$ cat src/rtl/bin2bcd_pipe_pkg.sv
// Shared definitions for the bin2BCD pipeline register chain.
// Holds the default word width and the occupancy-counter width helper.
package bin2bcd_pipe_pkg;

  localparam int WORD_LENGTH_DEF = 6;

  // Bits needed to count 0..depth stored words.
  function automatic int occ_w(input int depth);
    return $clog2(depth + 1);
  endfunction

endpackage

$ cat src/rtl/pipe_stage.sv
// One pipeline slot: a valid bit plus a data register.
// Flush clears the valid bit only. Bubbles never overwrite held data.
module pipe_stage
  import bin2bcd_pipe_pkg::*;
#(
  parameter int WORD_LENGTH = WORD_LENGTH_DEF
) (
  input  logic                   clk,
  input  logic                   reset,
  input  logic                   flush,
  input  logic                   load,
  input  logic                   valid_in,
  input  logic [WORD_LENGTH-1:0] data_in,
  output logic                   valid_out,
  output logic [WORD_LENGTH-1:0] data_out
);

  // Slot state: flush beats load, and data is written only for real words.
  always_ff @(posedge clk or negedge reset) begin
    if (!reset) begin
      valid_out <= 1'b0;
      data_out  <= '0;
    end else if (flush) begin
      valid_out <= 1'b0;
    end else if (load) begin
      valid_out <= valid_in;
      if (valid_in) data_out <= data_in;
    end
  end

endmodule

$ cat src/rtl/pipe_register_chain.sv
// DEPTH-deep chain of enabled registers with a valid/ready handshake on both
// ends, bubble collapsing and synchronous flush.
// Optional build macro PIPE_OCCUPANCY_EN adds a registered occupancy count.
module pipe_register_chain
  import bin2bcd_pipe_pkg::*;
#(
  parameter int WORD_LENGTH = WORD_LENGTH_DEF,
  parameter int DEPTH       = 2
) (
  input  logic                        clk,
  input  logic                        reset,
  input  logic                        flush,
  input  logic                        in_valid,
  output logic                        in_ready,
  input  logic [WORD_LENGTH-1:0]      Data_Input,
  output logic                        out_valid,
  input  logic                        out_ready,
`ifdef PIPE_OCCUPANCY_EN
  output logic [occ_w(DEPTH)-1:0]     occupancy,
`endif
  output logic [WORD_LENGTH-1:0]      Data_Output
);

  logic [DEPTH-1:0]                  vld_pipe;
  logic [DEPTH-1:0]                  adv;
  logic [DEPTH-1:0]                  up_vld;
  logic [DEPTH-1:0][WORD_LENGTH-1:0] data_pipe;
  logic [DEPTH-1:0][WORD_LENGTH-1:0] up_data;

  genvar i;
  generate
    for (i = 0; i < DEPTH; i++) begin : g_stage
      // A stage may advance if the output drains or any slot from here to the
      // output is empty; written flat so the ready path has no bit loop.
      assign adv[i] = out_ready | ~(&vld_pipe[DEPTH-1:i]);

      if (i == 0) begin : g_head
        assign up_vld[i]  = in_valid & in_ready;
        assign up_data[i] = Data_Input;
      end else begin : g_body
        assign up_vld[i]  = vld_pipe[i-1];
        assign up_data[i] = data_pipe[i-1];
      end

      pipe_stage #(.WORD_LENGTH(WORD_LENGTH)) u_stage (
        .clk       (clk),
        .reset     (reset),
        .flush     (flush),
        .load      (adv[i]),
        .valid_in  (up_vld[i]),
        .data_in   (up_data[i]),
        .valid_out (vld_pipe[i]),
        .data_out  (data_pipe[i])
      );
    end
  endgenerate

  assign in_ready    = adv[0] & ~flush;
  assign out_valid   = vld_pipe[DEPTH-1];
  assign Data_Output = data_pipe[DEPTH-1];

`ifdef PIPE_OCCUPANCY_EN
  localparam int OCC_W = occ_w(DEPTH);

  logic in_xfer, out_xfer;
  assign in_xfer  = in_valid & in_ready;
  assign out_xfer = out_valid & out_ready;

  // Word count tracks transfers, so it moves on the same edge as the valid bits.
  always_ff @(posedge clk or negedge reset) begin
    if (!reset)     occupancy <= '0;
    else if (flush) occupancy <= '0;
    else            occupancy <= occupancy + OCC_W'(in_xfer) - OCC_W'(out_xfer);
  end
`endif

endmodule

$ cat config.mk
export PLATFORM = sky130hd
export DESIGN_NAME = pipe_register_chain
export DESIGN_NICKNAME = d
export VERILOG_FILES = /design/src/rtl/bin2bcd_pipe_pkg.sv /design/src/rtl/pipe_stage.sv /design/src/rtl/pipe_register_chain.sv
export SDC_FILE = /design/constraint.sdc
export NUM_CORES = 1
export LEC_CHECK = 0
export CAP_MARGIN = 20
export CORE_MARGIN = 2
export CORE_UTILIZATION = 25
export CTS_CLUSTER_SIZE = 20
export DETAILED_ROUTE_END_ITERATION = 8
export DONT_BUFFER_PORTS = 1
export PLACE_DENSITY = 0.48
export SYNTH_ARGS = -nofsm -noshare
export SYNTH_HDL_FRONTEND = slang
export SYNTH_SLANG_ARGS = --single-unit
$ cat constraint.sdc
create_clock -name clk -period 1.8 [get_ports clk]
set_input_delay 0.36 -clock clk [delete_from_list [all_inputs] [get_ports clk]]
set_output_delay 0.36 -clock clk [all_outputs]
set_load 0.1 [all_outputs]
* Yosys cells after proc, flatten, opt, wreduce, memory -nomap -nowiden
Cells that the tools add are included.
Storage, ports and cells: bits in registers 14, bits of input ports 11, output and inout bits 8, logic and storage cells 20
Cells by class: muxes and demuxes 4, bitwise logic cells 7, reductions and logical operators 5
Operators by type and width (count):
- AND reduction 3 bit | 2
- two-way mux 1 bit | 4
- nonzero test 2 bit | 2
- NOT 1 bit | 3
- AND 1 bit | 2
- OR 1 bit | 2
- AND reduction 2 bit | 1

* Logic depth before layout (Yosys ltp)
word-level depth 7, depth in mapped cells 4

* Cells and area by module
Synthesis repeated with hierarchy kept, for this count alone.
Second synthesis, totals: cell total of the unflattened synthesis 37, area total of the unflattened synthesis 588.1 µm²
Modules (own cells, without submodules):
- pipe_stage | times used 2, cells each 16, area each 276.5 µm², sequential area each 175.2 µm²
- pipe_register_chain | times used 1, cells each 5, area each 35.0 µm², sequential area each 0.0 µm²

* Worst setup path before layout
No wires, ideal clock.
path kind flip-flop to output port, start register g_stage[1].u_stage.valid_out, end output port in_ready, arrival time 2340 ps, required time 1440 ps, setup slack -900 ps, cell stages (with the launch flop) 3, buffers on the path 0, cell sequence dfrtp_1 -> and3b_1 -> nor2_1
Between the ends: longest elaborated chain between the ends 4
RTL lines:
- from (decl) | RTL line pipe_stage.sv:14 | output logic valid_out,
- from (signal assigned) | RTL line pipe_stage.sv:26 | valid_out <= valid_in;
- AND reduction 2 bit | RTL line pipe_register_chain.sv:35 | assign adv[i] = out_ready | ~(&vld_pipe[DEPTH-1:i]);
- NOT 1 bit | RTL line pipe_register_chain.sv:35
- OR 1 bit | RTL line pipe_register_chain.sv:35
- AND 1 bit | RTL line pipe_register_chain.sv:58 | assign in_ready = adv[0] & ~flush;
- to (decl) | RTL line pipe_register_chain.sv:14 | output logic in_ready,
Every way passes these cells.

* Final worst setup path
Ends and elaborated chain as after synthesis.

==> out/metrics.cfg <==
[timing]
finClkSkew_ns = 0.005619
period_share = 0.9485
max_freq_mhz = 585.7
slew_viol_final = 0
hold_viol = 0
slew_headroom = 0.3971
fin_crit_ns = 1.707
worstMarginPinSlew_ns = 0.9043
final-setup-viol-count = 0
rsz0062_at_grt = no
finalSetupTns_ns = 0

[layout]
synthToLayoutAreaGrowth_pct = 11.18
insertedDiodeCount = 0
fin_cells = 72
fin_area_um2 = 684.4
utilization = 0.3007
nets = 56
drive_above_1_share = 0.4773

[clock_network]
root_buffer = clkbuf_4
htreeDepth = 1
cts_inserted_buffers = 3
cts_tree = done
clk-insertion-delay-late_ns = 0.27
cts_max_path_buffers = 2
clk_pin_slew_ns = 0.08
clock_sinks = 14
cts_resized = 0

[route]
drc = 0
finalWirelength_mm = 1.069
viasPerCell = 4.111
drt_iter0_drc = 1
wl_per_cell_um = 14.85
num_vias = 296
first_pass_iters = 2
ant_nets = 0

[floorplanning]
core.rowCount = 17
start_util = 0.2705
chipWidth_um = 53.62
io_pins = 19
die-area_mm2 = 0.002875
die_h_um = 53.62
core_area_mm2 = 0.002276

[pwr]
ir_drop_mv = 0.5414
p_total_uw = 1030
p_leak_uw = 0.0003151
p_per_area_mw_per_mm2 = 1505

[worst_hold_path]
min_to = g_stage[1].u_stage.valid_out
min_path_type = in2reg
holdPathStages = 1
hold_start = flush

[global_route]
antenna_found_initial = 0
grt_pass1_wl_mm = 1.759
grt_pass1_vias = 332
grt_use_total = 0.09086
overflow = 0
grt_max_degree = 15

[synth]
syn_area_per_cell_um2 = 14.66
ys_seq_area_frac = 0.5691
netlist_instances = 42
netlist_area_um2 = 615.6
synth.distinct_cells = 12
ys_warn_count = 0
synth_seq_cells = 14
syn_nets = 53

[setup_path]
rrSetupSlack_ns = 0.21
critPathRequiredTime_ns = 1.44
slowest_delay_ns = 0.48
crit_path_cell_trace = and3b_1, buf_4, nor2_4, buf_12
worstReg2RegEnd = g_stage[0].u_stage.data_out[5]
critPathSlowestCell = dfrtp_4
cp-end-kind = primary output
cp-start-kind = flop
worstPathMaxFanout = 2
arrival_ns = 1.35
worstReg2RegStart = g_stage[1].u_stage.valid_out
setup.worst_path.class = reg2out
reg2regPathDepth = 4

[placement]
portBuffers = 0
gp_congestion = 0.7076
dp_hpwl_um = 831.6
dpl_cell_area_um2 = 648.1
dp_cells = 67

[outcome]
status = completed

[run]
maxCapViolCount = 0

## metal layers
layer / share of wire / vias to the layer above / GRT usage
li1: - / 137 / -
met1: 0.41 / 148 / 0.1125
met2: 0.51 / 11 / 0.1358
met3: 0.080 / 0 / 0.02500
met4: 0 / 0 / 0.06410
met5: 0 / - / 0
## final cells by class
| type | count | area [um^2] |
|---|---|---|
| Tap cell | 28 | 35.03 |
| Clock buffer | 4 | 26.28 |
| Multi-Input combinational cell | 20 | 212.7 |
| Fill cell | 228 | 1592 |
| Timing Repair Buffer | 5 | 52.55 |
| Inverter | 1 | 3.754 |
| Sequential cell | 14 | 354.1 |
## state kept, by name, indices dropped and copies added (netlist names)
name and count:
g_stage.u_stage.valid_out 2, g_stage.u_stage.data_out 12
## repair_timing
action / CTS / global route
setup buffers: 0 / 0
endpoints found under the hold margin: 14 / 0
hold buffers: 1 / 0
setup endpoints to repair: 0 / 0
## how the worst max path moves through the flow
stage / start / cells after the start / endpoint / slack [ns]
2_1_floorplan: g_stage[1].u_stage.valid_out / 4 / g_stage[0].u_stage.data_out[0] / 0.02
3_3_place_gp: g_stage[1].u_stage.valid_out / 4 / g_stage[0].u_stage.data_out[3] / 0.24
3_5_place_dp: g_stage[1].u_stage.valid_out / 4 / g_stage[1].u_stage.data_out[5] / 0.21
4_1_cts: g_stage[1].u_stage.valid_out / 4 / in_ready / 0.07
5_1_grt: g_stage[1].u_stage.valid_out / 4 / in_ready / 0.02
6_report: g_stage[1].u_stage.valid_out / 4 / in_ready / 0.09
## kinds of logic (layout without fill, tap and decap cells)
kind of cell / Yosys count / in the layout / share of synthesized area
muxes: 12 / 12 / 0.2561
and+or+nand+nor: 7 / 7 / 0.06912
AOI/OAI and AO/OA: 1 / 1 / 0.008122
DFF: 14 / 14 / 0.5691
buffers and inverters: 8 / 10 / 0.09755
## through the flow
stage	hold WS (ns)	setup WS [ns]
global route	0.1133	0.01936
detailed placement	0.06472	0.2090
floorplan	0.06441	0.02017
finish	0.1349	0.09270
global placement	0.06477	0.2385
CTS	0.1219	0.06883
## synthesized netlist by cell type (all sizes together)
| cell type | count | area, um^2 |
|---|---|---|
| dfrtp | 14 | 350.3 |
| mux2 | 12 | 157.7 |
| buf | 7 | 56.30 |
| nor2 | 3 | 11.26 |
| a21oi | 1 | 5.000 |
| and3b | 1 | 8.760 |
| inv | 1 | 3.750 |
| nand2b | 1 | 6.260 |
| nand3b | 1 | 7.510 |
| or3b | 1 | 8.760 |
## layout by cell type, fill, tap and decap left out
master and n:
inv_1 1, mux2_4 6, dfrtp_1 13, buf_12 1
dlygate4sd3_1 1, nor2_1 2, clkbuf_4 3, or3b_1 1
nand3b_1 1, dfrtp_4 1, clkbuf_1 1, nor2_4 1
mux2_2 6, and3b_1 1, buf_4 3, a21oi_1 1
nand2b_1 1
## power by group
| group | internal [uW] | switching (uW) | total [uW] |
|---|---|---|---|
| clock | 85.7 | 91.7 | 177 |
| combinational | 75.4 | 49.6 | 125 |
| sequential | 373 | 355 | 728 |
## worst max-delay path: cells and delay by family, from the launching register on
| kind | cells | cell delay, ns |
|---|---|---|
| and+or+nand+nor | 2 | 0.28 |
| DFF | 1 | 0.48 |
| buffers and inverters | 2 | 0.32 |
Note: power is estimated with default switching activity, not from simulation.
